### src/rtl/seg_display_ctrl.sv
`default_nettype none
// ============================================================================
// Module   : seg_display_ctrl
// Brief    : Multi-digit hex 7-segment driver with blink, LZ blanking and dp.
// Revision : 1.0 - initial release
// ============================================================================
module seg_display_ctrl #(
  parameter int DIGITS     = 4,
  parameter int BLINK_DIV  = 25000000,
  parameter int ACTIVE_LOW = 1
) (
  input  logic                  clk,
  input  logic                  rst,
  input  logic                  load,
  input  logic [4*DIGITS-1:0]   value,
  input  logic [DIGITS-1:0]     dp_in,
  input  logic [DIGITS-1:0]     blink_mask,
  input  logic                  en,
  input  logic                  lz_blank,
  output logic [7*DIGITS-1:0]   seg,
  output logic [DIGITS-1:0]     dp
);

  localparam int             CNT_W      = $clog2(BLINK_DIV);
  localparam logic [CNT_W-1:0] c_cnt_last = CNT_W'(BLINK_DIV - 1);
  localparam logic [6:0]     c_seg_off  = (ACTIVE_LOW != 0) ? 7'h7F : 7'h00;
  localparam logic           c_dp_off   = (ACTIVE_LOW != 0);

  logic [4*DIGITS-1:0] r_value;
  logic [DIGITS-1:0]   r_dp;
  logic [DIGITS-1:0]   r_mask;
  logic [CNT_W-1:0]    r_cnt;
  logic                r_phase;

  logic [DIGITS-1:0]   w_lz_zero;
  logic [DIGITS-1:0]   w_blank;
  logic [7*DIGITS-1:0] w_seg_nxt;
  logic [DIGITS-1:0]   w_dp_nxt;

  // Active-high g..a pattern for one hex nibble.
  function automatic logic [6:0] decode(input logic [3:0] nib);
    logic [6:0] pat;
    case (nib)
      4'h0:    pat = 7'h3F;
      4'h1:    pat = 7'h06;
      4'h2:    pat = 7'h5B;
      4'h3:    pat = 7'h4F;
      4'h4:    pat = 7'h66;
      4'h5:    pat = 7'h6D;
      4'h6:    pat = 7'h7D;
      4'h7:    pat = 7'h07;
      4'h8:    pat = 7'h7F;
      4'h9:    pat = 7'h6F;
      4'hA:    pat = 7'h77;
      4'hB:    pat = 7'h7C;
      4'hC:    pat = 7'h39;
      4'hD:    pat = 7'h5E;
      4'hE:    pat = 7'h79;
      default: pat = 7'h71;
    endcase
    return pat;
  endfunction

  always_ff @(posedge clk or posedge rst) begin
    if (rst) begin
      r_value <= '0;
      r_dp    <= '0;
      r_mask  <= '0;
    end else if (load) begin
      r_value <= value;
      r_dp    <= dp_in;
      r_mask  <= blink_mask;
    end
  end

  // Blink timebase is independent of load so a reload never shifts the cadence.
  always_ff @(posedge clk or posedge rst) begin
    if (rst) begin
      r_cnt   <= '0;
      r_phase <= 1'b0;
    end else if (en) begin
      if (r_cnt == c_cnt_last) begin
        r_cnt   <= '0;
        r_phase <= ~r_phase;
      end else begin
        r_cnt <= r_cnt + 1'b1;
      end
    end
  end

  // w_lz_zero[k] is set when nibbles DIGITS-1..k are all zero.
  generate
    for (genvar k = 0; k < DIGITS; k++) begin : g_lz
      if (k == DIGITS - 1) begin : g_top
        assign w_lz_zero[k] = (r_value[4*k +: 4] == 4'h0);
      end else begin : g_rest
        assign w_lz_zero[k] = w_lz_zero[k+1] && (r_value[4*k +: 4] == 4'h0);
      end
    end
  endgenerate

  generate
    for (genvar k = 0; k < DIGITS; k++) begin : g_digit
      logic w_lz_hit;
      if (k == 0) begin : g_d0
        assign w_lz_hit = 1'b0;
      end else begin : g_dn
        assign w_lz_hit = lz_blank && w_lz_zero[k];
      end
      assign w_blank[k] = !en || (r_phase && r_mask[k]) || w_lz_hit;
      assign w_seg_nxt[7*k +: 7] = w_blank[k] ? c_seg_off
                                              : (decode(r_value[4*k +: 4]) ^ c_seg_off);
      assign w_dp_nxt[k] = (w_blank[k] || !r_dp[k]) ? c_dp_off : ~c_dp_off;
    end
  endgenerate

  always_ff @(posedge clk or posedge rst) begin
    if (rst) begin
      seg <= {DIGITS{c_seg_off}};
      dp  <= {DIGITS{c_dp_off}};
    end else begin
      seg <= w_seg_nxt;
      dp  <= w_dp_nxt;
    end
  end

endmodule
`default_nettype wire

### config.mk
export PLATFORM = sky130hd
export DESIGN_NAME = seg_display_ctrl
export DESIGN_NICKNAME = d
export VERILOG_FILES = /design/src/rtl/seg_display_ctrl.sv
export SDC_FILE = /design/constraint.sdc
export NUM_CORES = 1
export LEC_CHECK = 0
export BUFFER_PORTS_ARGS = -buffer_cell sky130_fd_sc_hd__clkbuf_2
export CAP_MARGIN = 20
export CORE_ASPECT_RATIO = 1.5
export CORE_MARGIN = 4
export CORE_UTILIZATION = 44
export DETAILED_ROUTE_END_ITERATION = 10
export HOLD_SLACK_MARGIN = 0.05
export PLACE_DENSITY_LB_ADDON = 0.25
export SLEW_MARGIN = 20
export SYNTH_ARGS = -nofsm -noshare
export SYNTH_HDL_FRONTEND = slang
export SYNTH_SLANG_ARGS = --single-unit
export TNS_END_PERCENT = 5
### constraint.sdc
create_clock -name clk -period 2.99 [get_ports clk]
set_input_delay 0.4485 -clock clk [delete_from_list [all_inputs] [get_ports clk]]
set_output_delay 0.4485 -clock clk [all_outputs]
set_load 0.01 [all_outputs]
==> impl_results.md <==
* Syn Area/Cell at 10.5 sq um
* DR iter-0 viols at 144
* Cell breakdown of the critical path: ha_1 -> nand3_1 -> or4_4 -> or4_1 -> a21oi_1
* Post-DR wirelength/cell at 15.0 um
* Io pins at 61
* Pre-antenna DRT Iters at 4
* Final Slew Violations at 0
* Sequential area share after synthesis at 51.5%
* First-pass GRT wire length at 14600 um
* Post-synthesis async set-or-reset flop share at 100%
* Post-cts resize count at 0
* R2r worst-path depth at 5
* Crit. Startpoint: r_cnt[0]
* Total Neg Setup Slack at 0 ns
* Post-DP HPWL at 6260 um
* Filler cells at 845
* Synthesis-stage register bit count at 82
* DRT Wirelength at 8410 um
* Cts hold-fix bufs at 0
* Total leakage power at 2.09 nW
* Reg2reg start: r_cnt[0]
* Multi-input logic area at 0.00183 sq mm
* Clock buffer depth at 2
* Initial antenna violation count at 0
* Worst Hold Class: in -> async
* Final Hold Viols at 0
* Sequential cell area at 0.00209 sq mm
* Num CTS Buffers at 9
* Reg-to-reg setup timing slack at 0.88 ns
* Netlist cell types at 45
* Max Cap Viol at 0
* Peak supply drop at 348 uV
* H-Tree Depth at 3
* FMAX at 0.475 GHz
* GRT Overall Usage at 16.8%
* Setup Skew at 0.00968 ns
* Port buffer count at 60
* Layout cells sized above 1 at 27.7%
* Setup Fix Bufs, Post-CTS at 0
* YS warnings at 0
* Largest net degree at the start of global routing at 39
* ANT cells at 0
* Crit-path slowest cell: or4_4
* FF-to-FF End: r_cnt[24]
* Share of the synthesized area in the top cell type at 30.8%
* Final Setup Violations at 0
* Tmin final at 2.11 ns
* Worst setup endpoint: r_cnt[24]
* Least-Margin Pin Slew at 0.700 ns
* Tcrit/Tclk final at 70.5%
* Max_slew headroom at 53.3%
* Synth Instances at 387
* CTS tree: done
* Synth top area cells: dfrtp_1 (31%), dfstp_2 (21%), ha_1 (7.7%), nand2_1 (4.0%), o21ai_0 (3.3%)
* Outcome: finished, final reports clean
* Initial core utilization at 45.4%
* Clock transition at the registers of the reported paths at 0.06 ns
* Crit-path max FO at 14
* DRC at 0
* Worst skew pair latency at 0.33 ns
* EDFF count, synth at 0
* Vias in the first global route at 3188
* RSZ-0062 raised after global routing: false
* Gp weighted congestion at 0.846
* Crit Path Class: reg -> reg
* Die height at 126 um
* Die W at 86.4 um
* # rows at 42
* Pre-CTS setup slack at 0.816 ns
* Cell at the root of the clock tree: clkbuf_16
* Arr. time, crit path at 2.37 ns
* CP required at 3.25 ns
* Post-Synthesis Cell Area at 0.00406 sq mm
* Power density cells at 605 mW/mm^2
* Final ANT Viol Nets at 0
* Grt ovf at 0
* Post-synth top flop: dfrtp_1
* Via count at 3063
* Total power at 0.00288 W
* Final core occ at 53.4%
* # nets final at 500
* Core area at 0.00893 sq mm
* Final setup margin at 0.883 ns
* Drt via density at 5.46
* Layout area overhead at 17.5%
* CTS sink cnt at 82
* Worst Setup End Kind: flip-flop
* Yosys top cell by area: dfrtp_1
* Syn Nets at 441
* Crit path largest cell delay at 0.61 ns
* Die footprint at 0.0109 sq mm
* Startpoint types: flip-flop
[cell usage in the layout (no fill, tap or decap), types with 8 or more instances in the layout]
cell type / netlist / routed
a21oi_1: 13 / 13
clkbuf_16: 0 / 9
clkbuf_2: 0 / 60
dfrtp_1: 50 / 50
dfstp_2: 32 / 32
ha_1: 25 / 25
inv_1: 18 / 17
mux2_2: 10 / 10
nand2_1: 43 / 43
nand2b_1: 8 / 8
nand3_1: 14 / 14
nor2_1: 21 / 21
o211ai_1: 15 / 15
o21ai_0: 27 / 27
o311ai_0: 11 / 11
[worst max-delay path: cells and delay by family (launching register included)]
kind / cells / cell delay [ns]
adders and majority gates: 1 / 0.24
and+or+nand+nor: 3 / 1.26
DFF: 1 / 0.40
AOI/OAI and AO/OA: 1 / 0.15
[per-stage QoR]
stage / area, sq um / hold WS (ns) / cells
finish: 4770 / 0.133 / 561
detailed placement: 4460 / 0.389 / 545
CTS: 4770 / 0.144 / 561
global route: 4770 / 0.178 / 561
floorplan: 4060 / 0.368 / 387
global placement: 4460 / 0.378 / 545
[power breakdown]
part	leakage (nW)	total [W]	internal, W	switching, W
logic	0.971	0.000404	0.000176	0.000228
registers	0.970	0.00136	0.00126	0.000104
clock network	0.153	0.00112	0.000714	0.000403
total	2.09	0.00288	0.00215	0.000735
[how the worst min path moves through the flow]
stage / startpoint / to / slack [ns]
finish: rst / r_cnt[24] / 0.13
global route: rst / r_phase / 0.18
CTS: rst / r_cnt[22] / 0.14
detailed placement: r_dp[2] / dp[2] / 0.39
global placement: r_dp[2] / dp[2] / 0.38
floorplan: r_dp[0] / dp[0] / 0.37
[registers in the layout, summed over array words and instances (netlist names)]
register,cells
r_cnt,25
dp,4
r_value,16
seg,28
r_dp,4
r_mask,4
r_phase,1
[Yosys cell counts, types with 4 or more instances]
library cell,n
dfrtp_1,50
nand2_1,43
dfstp_2,32
o21ai_0,27
ha_1,25
nor2_1,21
inv_1,18
o211ai_1,15
nand3_1,14
a21oi_1,13
clkbuf_1,13
o311ai_0,11
mux2_2,10
nand2b_1,8
nand4_1,7
nor2b_1,7
xor2_1,7
nand3b_1,6
or4_1,6
xnor2_1,6
o31ai_1,5
or3_1,5
a211oi_1,4
mux2i_1,4
nor3_1,4
[layer usage]
metal / wire length [um] / track usage [%] / vias up
met3: 372 / 4.51 / 15
met4: 153 / 6.61 / 0
met5: 0 / 0 / -
met2: 4470 / 28.7 / 59
li1: - / - / 1493
met1: 3410 / 19.7 / 1496
[cells by family after synthesis]
logic type | synth area share [%]
and+or+nand+nor | 16.9
AOI/OAI and AO/OA | 13.9
DFF | 51.5
buffers and inverters | 3.36
adders and majority gates | 7.71
muxes | 3.76
xor gates and xnor gates | 2.81
[area by class of cell]
type / instances / area share [%]
multi-input combinational: 271 / 38.4
inverter: 18 / 1.44
clock inverter: 2 / 0.735
timing repair buffer: 64 / 6.93
tap: 110 / 2.89
sequential: 82 / 43.9
clock buffer: 14 / 5.75
Power figures use the tool's default switching activity.
